### src/rtl/vga_rx_if.sv
// Parallel video bus: active-low HS/VS sync pulses, BLANK high on active pixels, 24-bit RGB.
interface video_if;
  logic        CLK;
  logic        HS;
  logic        VS;
  logic        BLANK;
  logic [23:0] RGB;

  modport master (output CLK, HS, VS, BLANK, RGB);
  modport slave  (input  CLK, HS, VS, BLANK, RGB);
endinterface

### src/rtl/vga_rx.sv
// VGA receiver: lock tracking, pixel coordinates and geometry error flags, 2-cycle input-to-output latency.
// Defining VGA_RX_CRC_EN adds a per-frame CRC-16-CCITT over the R,G,B bytes of valid pixels.
module vga_rx #(
  parameter int HDISP = 800,
  parameter int VDISP = 480
) (
  input  logic                     pixel_clk,
  input  logic                     pixel_rst,
  video_if.slave                   video_ifs,
  input  logic                     err_clr,
  output logic                     pix_valid,
  output logic [$clog2(HDISP)-1:0] pix_x,
  output logic [$clog2(VDISP)-1:0] pix_y,
  output logic [23:0]              pix_rgb,
  output logic                     sof,
  output logic                     locked,
  output logic                     err_hlen,
  output logic                     err_vlen,
  output logic [15:0]              frame_cnt,
  output logic [15:0]              frame_crc,
  output logic                     crc_valid
);
  localparam int XW = $clog2(HDISP);
  localparam int YW = $clog2(VDISP);
  localparam int CW = $clog2(HDISP + 1);
  localparam int LW = $clog2(VDISP + 1);
  localparam logic [CW-1:0] HMAX = CW'(HDISP);
  localparam logic [LW-1:0] VMAX = LW'(VDISP);

  typedef enum logic [1:0] {UNLOCKED, SYNC, LOCKED} state_t;
  state_t st_q, st_d;

  // HS is not needed: line boundaries come from BLANK falling edges.
  logic          vs_q, vs_qq, blank_q, blank_qq;
  logic [23:0]   rgb_q;
  logic [CW-1:0] col_q, col_d;
  logic          col_ovf_q, col_ovf_d;
  logic [LW-1:0] line_q, line_d, line_e;
  logic          line_ovf_q, line_ovf_d, line_ovf_e;
  logic          hbad_q, hbad_d;
  logic          frame_start, line_end, active, hlen_err, vlen_bad, vlen_err, valid_d;
  logic          err_hlen_d, err_vlen_d;
  logic [15:0]   frame_cnt_d;

  logic          pix_valid_q, sof_q, locked_q, err_hlen_q, err_vlen_q;
  logic [XW-1:0] pix_x_q;
  logic [YW-1:0] pix_y_q;
  logic [23:0]   pix_rgb_q;
  logic [15:0]   frame_cnt_q;

  always_comb begin
    frame_start = vs_qq & ~vs_q;
    line_end    = blank_qq & ~blank_q;
    active      = (st_q != UNLOCKED);

    col_d     = col_q;
    col_ovf_d = col_ovf_q;
    if (line_end) begin
      col_d     = '0;
      col_ovf_d = 1'b0;
    end else if (blank_q) begin
      if (col_q == HMAX) col_ovf_d = 1'b1;
      else               col_d     = col_q + CW'(1);
    end
    hlen_err = line_end && active && ((col_q != HMAX) || col_ovf_q);

    // A line ending together with VS counts toward the frame that is closing.
    line_e     = line_q;
    line_ovf_e = line_ovf_q;
    if (line_end) begin
      if (line_q == VMAX) line_ovf_e = 1'b1;
      else                line_e     = line_q + LW'(1);
    end
    vlen_bad   = (line_e != VMAX) || line_ovf_e;
    vlen_err   = frame_start && active && vlen_bad;
    line_d     = frame_start ? '0 : line_e;
    line_ovf_d = frame_start ? 1'b0 : line_ovf_e;
    hbad_d     = frame_start ? 1'b0 : (hbad_q | hlen_err);

    st_d = st_q;
    unique case (st_q)
      UNLOCKED: if (frame_start) st_d = SYNC;
      SYNC:     if (frame_start && !vlen_bad && !hbad_q && !hlen_err) st_d = LOCKED;
      LOCKED:   if (hlen_err || vlen_err) st_d = SYNC;
      default:  st_d = UNLOCKED;
    endcase

    valid_d     = active && blank_q && (col_q < HMAX) && (line_q < VMAX);
    err_hlen_d  = hlen_err | (err_hlen_q & ~err_clr);
    err_vlen_d  = vlen_err | (err_vlen_q & ~err_clr);
    frame_cnt_d = (frame_start && st_q == LOCKED) ? frame_cnt_q + 16'd1 : frame_cnt_q;
  end

  always_ff @(posedge pixel_clk) begin
    if (pixel_rst) begin
      vs_q        <= 1'b1;
      vs_qq       <= 1'b1;
      blank_q     <= 1'b0;
      blank_qq    <= 1'b0;
      rgb_q       <= '0;
      st_q        <= UNLOCKED;
      col_q       <= '0;
      col_ovf_q   <= 1'b0;
      line_q      <= '0;
      line_ovf_q  <= 1'b0;
      hbad_q      <= 1'b0;
      pix_valid_q <= 1'b0;
      pix_x_q     <= '0;
      pix_y_q     <= '0;
      pix_rgb_q   <= '0;
      sof_q       <= 1'b0;
      locked_q    <= 1'b0;
      err_hlen_q  <= 1'b0;
      err_vlen_q  <= 1'b0;
      frame_cnt_q <= '0;
    end else begin
      vs_q        <= video_ifs.VS;
      vs_qq       <= vs_q;
      blank_q     <= video_ifs.BLANK;
      blank_qq    <= blank_q;
      rgb_q       <= video_ifs.RGB;
      st_q        <= st_d;
      col_q       <= col_d;
      col_ovf_q   <= col_ovf_d;
      line_q      <= line_d;
      line_ovf_q  <= line_ovf_d;
      hbad_q      <= hbad_d;
      pix_valid_q <= valid_d;
      if (valid_d) begin
        pix_x_q <= col_q[XW-1:0];
        pix_y_q <= line_q[YW-1:0];
      end
      pix_rgb_q   <= rgb_q;
      sof_q       <= valid_d && (col_q == '0) && (line_q == '0);
      locked_q    <= (st_d == LOCKED);
      err_hlen_q  <= err_hlen_d;
      err_vlen_q  <= err_vlen_d;
      frame_cnt_q <= frame_cnt_d;
    end
  end

  assign pix_valid = pix_valid_q;
  assign pix_x     = pix_x_q;
  assign pix_y     = pix_y_q;
  assign pix_rgb   = pix_rgb_q;
  assign sof       = sof_q;
  assign locked    = locked_q;
  assign err_hlen  = err_hlen_q;
  assign err_vlen  = err_vlen_q;
  assign frame_cnt = frame_cnt_q;

`ifdef VGA_RX_CRC_EN
  logic [15:0] crc_run_q, crc_next, frame_crc_q;
  logic        crc_valid_q;

  function automatic logic [15:0] crc_byte(input logic [15:0] c, input logic [7:0] b);
    logic [15:0] r;
    r = c ^ {b, 8'h00};
    for (int i = 0; i < 8; i++) r = r[15] ? ((r << 1) ^ 16'h1021) : (r << 1);
    return r;
  endfunction

  always_comb begin
    crc_next = crc_run_q;
    if (pix_valid_q)
      crc_next = crc_byte(crc_byte(crc_byte(crc_run_q, pix_rgb_q[23:16]), pix_rgb_q[15:8]), pix_rgb_q[7:0]);
  end

  // The pixel still leaving the output stage at frame start belongs to the closing frame.
  always_ff @(posedge pixel_clk) begin
    if (pixel_rst) begin
      crc_run_q   <= 16'hFFFF;
      frame_crc_q <= '0;
      crc_valid_q <= 1'b0;
    end else begin
      crc_valid_q <= frame_start && active;
      if (frame_start) begin
        crc_run_q <= 16'hFFFF;
        if (active) frame_crc_q <= crc_next;
      end else begin
        crc_run_q <= crc_next;
      end
    end
  end

  assign frame_crc = frame_crc_q;
  assign crc_valid = crc_valid_q;
`else
  assign frame_crc = '0;
  assign crc_valid = 1'b0;
`endif
endmodule

### src/flat_wrapper.sv
// flat-port wrapper written by rule: the top's interface ports become plain ports
module vga_rx_flat 
#(
  parameter int HDISP = 800,
  parameter int VDISP = 480
)
  (pixel_clk, pixel_rst, err_clr, pix_valid, pix_x, pix_y, pix_rgb, sof, locked, err_hlen, err_vlen, frame_cnt, frame_crc, crc_valid, video_ifs_CLK, video_ifs_HS, video_ifs_VS, video_ifs_BLANK, video_ifs_RGB);
  video_if video_ifs_i ();
  input  logic pixel_clk;
  input  logic pixel_rst;
  input  logic err_clr;
  output logic pix_valid;
  output logic [$clog2(HDISP)-1:0] pix_x;
  output logic [$clog2(VDISP)-1:0] pix_y;
  output logic [23:0] pix_rgb;
  output logic sof;
  output logic locked;
  output logic err_hlen;
  output logic err_vlen;
  output logic [15:0] frame_cnt;
  output logic [15:0] frame_crc;
  output logic crc_valid;
  input wire logic [$bits(video_ifs_i.CLK)-1:0] video_ifs_CLK;
  input wire logic [$bits(video_ifs_i.HS)-1:0] video_ifs_HS;
  input wire logic [$bits(video_ifs_i.VS)-1:0] video_ifs_VS;
  input wire logic [$bits(video_ifs_i.BLANK)-1:0] video_ifs_BLANK;
  input wire logic [$bits(video_ifs_i.RGB)-1:0] video_ifs_RGB;
  assign video_ifs_i.CLK = video_ifs_CLK;
  assign video_ifs_i.HS = video_ifs_HS;
  assign video_ifs_i.VS = video_ifs_VS;
  assign video_ifs_i.BLANK = video_ifs_BLANK;
  assign video_ifs_i.RGB = video_ifs_RGB;
  vga_rx #(.HDISP(HDISP), .VDISP(VDISP)) u_core (.pixel_clk(pixel_clk), .pixel_rst(pixel_rst), .video_ifs(video_ifs_i), .err_clr(err_clr), .pix_valid(pix_valid), .pix_x(pix_x), .pix_y(pix_y), .pix_rgb(pix_rgb), .sof(sof), .locked(locked), .err_hlen(err_hlen), .err_vlen(err_vlen), .frame_cnt(frame_cnt), .frame_crc(frame_crc), .crc_valid(crc_valid));
endmodule
### config.mk
export PLATFORM = sky130hd
export DESIGN_NAME = vga_rx_flat
export DESIGN_NICKNAME = d
export VERILOG_FILES = /design/src/rtl/vga_rx_if.sv /design/src/rtl/vga_rx.sv /design/src/flat_wrapper.sv
export SDC_FILE = /design/constraint.sdc
export NUM_CORES = 1
export LEC_CHECK = 0
export BUFFER_PORTS_ARGS = -buffer_cell sky130_fd_sc_hd__buf_4
export CORE_MARGIN = 2
export CORE_UTILIZATION = 39
export DETAILED_ROUTE_END_ITERATION = 8
export SYNTH_ARGS = -nofsm -noshare
export SYNTH_HDL_FRONTEND = slang
export SYNTH_SLANG_ARGS = --single-unit
### constraint.sdc
create_clock -name pixel_clk -period 3.7 [get_ports pixel_clk]
set_input_delay 0.185 -clock pixel_clk [delete_from_list [all_inputs] [get_ports pixel_clk]]
set_output_delay 0.185 -clock pixel_clk [all_outputs]
set_load 0.01 [all_outputs]
After elaboration in Yosys (flattened, before gate mapping). Cells that the tools add are included.

Eq/ne operators: 7. Bitwise operators: 11. Reductions and logical operators: 27. $mul: 0. Add/sub/neg operators: 3. Multiplexer cells: 8. Divide/modulo/power cells: 0. Shift-type cells: 0. $lt $le $gt $ge: 2.

Operator list (number): $mux 9 (2); $add 16x1->16 const B (1); $logic_and 1x1->1 (13); $add 10x1->10 const B (1); $eq 10x10->1 const B (1); $logic_not 10->1 (1); $lt 10x10->1 const B (1); $ne 10x10->1 const B (1); $add 9x1->9 const B (1); $eq 9x9->1 const B (1); $logic_not 9->1 (1); $lt 9x9->1 const B (1); $ne 9x9->1 const B (1); $mux 2 (3); $pmux 2 s3 (1); $and 1x1->1 (4); $eq 2x2->1 const B (2); $not 1->1 (4); $reduce_and 2->1 (2); $reduce_or 2->1 (2); $logic_not 1->1 (3); $logic_or 1x1->1 (3); $or 1x1->1 (3); $eq 2x1->1 const B (1); 3 further kinds (4).

Memories kept: 0. Latch bits: 0. Bits in read-only memories: 0. Register bits after elaboration: 116. Bits in writable memories: 0. Input bits: 31.

Depth between registers and ports, before layout.
Word-level depth: 12. Mapped depth: 7.

Worst setup path after synthesis. Ideal clock, no wire load.

Path kind: register to register. Start: reg u_core.line_q[0]. End: reg u_core.err_vlen_q, in the netlist u_core.err_vlen. Stages on the path, launching flop included: 8. Path slack: 1.675 ns. Path buffers: 0. Arrival time: 1.895 ns. Library setup time: 0.130 ns. Data required time: 3.570 ns. Period minus slack after synthesis: 2.025 ns. Cells stage by stage: dfxtp_1 inv_1 ha_1 or4b_4 o21ai_1 mux2i_1 a2111oi_4 o31ai_1.

Cells in the longest elaborated chain, start to end: 7.

Ends and longest elaborated chain: start: declaration (RTL line vga_rx.sv:38) `logic [LW-1:0] line_q, line_d, line_e;`; start signal: assignment (RTL line vga_rx.sv:125) `line_q <= line_d;`; $add 9x1->9 / $eq 9x9->1 (equally long branches) (RTL line vga_rx.sv:72, vga_rx.sv:71); $mux 9 (RTL line vga_rx.sv:71) `if (line_q == VMAX) line_ovf_e = 1'b1;`; $mux 9 (RTL line vga_rx.sv:70) `if (line_end) begin`; $ne 9x9->1 (RTL line vga_rx.sv:74) `vlen_bad = (line_e != VMAX) || line_ovf_e;`; $logic_or 1x1->1 * (RTL line vga_rx.sv:74); $logic_and 1x1->1 * (RTL line vga_rx.sv:75) `vlen_err = frame_start && active && vlen_bad;`; $or 1x1->1 * (RTL line vga_rx.sv:90) `err_vlen_d = vlen_err | (err_vlen_q & ~err_clr);`; end signal: assignment (RTL line vga_rx.sv:137) `err_vlen_q <= err_vlen_d;`; end: declaration (RTL line vga_rx.sv:45) `logic pix_valid_q, sof_q, locked_q, err_hlen_q, err_vlen_q;`.

Every way passes the cells marked *; elsewhere a longest branch is shown, timed or not. A chain may end at the register's enable or synchronous reset.

Final worst setup path.
Start: reg u_core.col_q[5]. End: reg u_core.pix_y_q[1], in the netlist u_core.pix_y[1].

Cells in the longest elaborated chain, start to end: 3.

Ends and longest elaborated chain: start: declaration (RTL line vga_rx.sv:36) `logic [CW-1:0] col_q, col_d;`; start signal: assignment (RTL line vga_rx.sv:123) `col_q <= col_d;`; $lt 10x10->1 (RTL line vga_rx.sv:88) `valid_d = active && blank_q && (col_q < HMAX) && (line_q < VMAX);`; $logic_and 1x1->1 (2 in a row) (RTL line vga_rx.sv:88); end signal: assignment (RTL line vga_rx.sv:131) `pix_y_q <= line_q[YW-1:0];`; end: declaration (RTL line vga_rx.sv:47) `logic [YW-1:0] pix_y_q;`.

Every way passes these cells.

==> results.yml <==
logic_synthesis:
  synth.area.top_cells: "dfxtp_1 54%, nor2b_1 7.5%, nor2_1 5.4%"
  synth_top_area_share_pct: 53.6
  synth_seq_cells: 116
  netlist_area_mm2: 0.00434
  yosysSeqAreaShare_pct: 53.6
  ys_types: 44
  syn_inst: 437
  postSynthAreaPerCell_um2: 9.92
  yosysTopAreaCell: "dfxtp_1"
  ys_warn_count: 0
  synth_edf_count: 0
  async_reset_ff_share_pct: 0
  synth_ff_type: "dfxtp_1"
global_route:
  grt_overflow: 0
  antenna_found_initial: 0
  grt_pass1_vias: 2981
  grt_pass1_wl_um: 14500
  grt_util_met2_pct: 24.6
  use_met3_pct: 5.45
  use_met1_pct: 19.5
  global_route.peak_usage_layer: "met2"
  grt_usage_pct: 15.7
  grt_start_max_net_pins: 65
worst_setup_path:
  cp_data_required_time_ns: 4.07
  rr_endpoint: "u_core.pix_y[1]"
  start_kind: "register"
  worst-setup-path-type: "reg -> reg"
  cp.arrival_ns: 2.69
  rr_worst_depth: 5
  end_kind: "register"
  r2r_setup_slack_ns: 1.38
  r2r_start: "u_core.col_q[5]"
  cp_max_fo: 11
  crit_path_end: "u_core.pix_y[1]"
  crit_start: "u_core.col_q[5]"
die:
  die_h_um: 109
  rows: 38
  die_w_um: 109
  fp.coreArea_mm2: 0.0108
  start_util_pct: 40.0
  ios: 112
  die_area_mm2: 0.0120
drt:
  vias: 3270
  remaining_drc_errors: 0
  viasPerCell: 4.61
  routedWlPerCell_um: 12.4
  first_iter_violations: 182
  drtAntennaViolNets: 0
  drt_wl_total_um: 8770
  drt_pass1_iterations: 4
sta:
  tns_ns: 0
  maxSlewHeadroom_pct: 41.6
  min_period_ns: 2.32
  worst_slack_ns: 1.38
  setup_viol: 0
  tightest_slew_ns: 0.863
  post-route-period-util_pct: 62.6
  finalHoldViolCount: 0
  fin_skew_ns: 0.00554
  grt_setup_unrepaired: "no"
  clock.fmax_ghz: 0.432
  slew_violations: 0
placement:
  dp_slack_ns: 1.36
  portBuffers: 92
  place_inst: 650
  place_hpwl_um: 5770
  gp_congestion: 0.801
clock_tree:
  max-clock-path-buffers: 2
  worstSkewPairLatency_ns: 0.51
  clkTransAtPathRegs_ns: 0.06
  cts_resized: 0
  cts_buffers: 17
  cts.sinks: 116
  cts-root-buf: "clkbuf_8"
  cts_max_level: 4
  cts_tree: "built"
final_layout:
  stdcell_count: 709
  fillCellCount: 945
  antennaDiodeCount: 0
  final_util_pct: 55.1
  final_cell_mix: "116 x dfxtp_1, 95 x buf_4, 62 x nor2_1"
  mostFrequentLayoutCell: "dfxtp_1"
  fin_nets: 592
  area_growth_pct: 37.7
  drive_gt1_share_pct: 23.7
pwr:
  irDropWorstVdd_mv: 0.496
  p_total_mw: 3.23
  p_leak_nw: 2.46
  cellPowerDensity_mw_per_mm2: 540
outcome:
  outcome: "completed"
run:
  cap_viol_max_count: 0
min_path:
  hp-class: "in -> reg"
==> timing repair <==
action,CTS,global route
hold endpoints to repair,28,0
hold buffers,27,0
setup buffers,0,0
==> per-layer routing <==
layer / part of all wire, % / up-vias
met5: 0 / -
met4: 1.5 / 0
met3: 5.4 / 11
met2: 47 / 77
met1: 47 / 1502
li1: - / 1680
==> how the worst min path moves through the flow <==
stage | startpoint | endpoint | cells after the start
6_report | pixel_rst | u_core.pix_rgb[20] | 2
5_1_grt | pixel_rst | u_core.frame_cnt[6] | 2
4_1_cts | pixel_rst | u_core.pix_x[3] | 2
3_5_place_dp | video_ifs_VS | u_core.vs_q | 2
3_3_place_gp | video_ifs_VS | u_core.vs_q | 2
2_1_floorplan | video_ifs_VS | u_core.vs_q | 1
==> through the flow <==
stage	instance area, um2	hold WS [ns]
detailed placement	5050	0.375
floorplan	4400	0.289
finish	5970	0.189
CTS	5970	0.171
global placement	5050	0.373
global route	5970	0.195
==> where the power goes <==
group / internal (mW) / switching (mW)
combinational: 0.0809 / 0.0714
clock: 1.22 / 0.555
sequential: 1.28 / 0.0132
total: 2.59 / 0.639
==> cells in the mapped netlist, drive strengths merged, types with 4 or more instances <==
master,instances
and3,4
mux2i,20
a31oi,4
nor4,7
nor2,62
xor2,16
clkbuf,14
or3,6
nand2,11
nand4,13
o21ai,8
buf,24
xnor2,10
nor3,5
ha,5
a21oi,11
nor2b,52
dfxtp,116
nand3,8
inv,11
==> cell type report <==
cell class | instances | area, um2 | share of cell area, %
multi-input cells | 288 | 1800 | 30.1
well taps | 140 | 175 | 2.93
repair buffers | 122 | 983 | 16.5
clock buffers | 18 | 418 | 7.00
inverters | 11 | 41.3 | 0.691
flip-flops and latches | 116 | 2320 | 38.9
clock inverters | 14 | 234 | 3.92
==> cells by family (layout without fill, tap and decap cells) <==
| family | count (synthesis) | after routing | synth area share (%) |
|---|---|---|---|
| buffers and inverters | 49 | 165 | 6.49 |
| AOI/OAI and AO/OA | 34 | 34 | 5.31 |
| DFF | 116 | 116 | 53.6 |
| adders and majority gates | 5 | 5 | 1.44 |
| other | 1 | 17 | 0.0865 |
| xor gates and xnor gates | 26 | 26 | 5.25 |
| muxes | 20 | 20 | 4.62 |
| and+or+nand+nor | 186 | 186 | 23.2 |
==> critical path: stages, from the launching register on <==
cell     delay (ns)
dfxtp_1        0.41
or3_1          0.45
a31oi_2        0.71
buf_4          0.36
mux2i_1        0.20
nor2_1         0.05
==> registers in the layout, summed over array words and instances (netlist names), 2 cells and up <==
signal and count:
u_core.rgb_q 24, u_core.col_q 10, u_core.st_q 2, u_core.pix_x 10
u_core.pix_y 9, u_core.line_q 9, u_core.frame_cnt 16, u_core.pix_rgb 24
No activity file was read; power rests on OpenSTA's default activity.
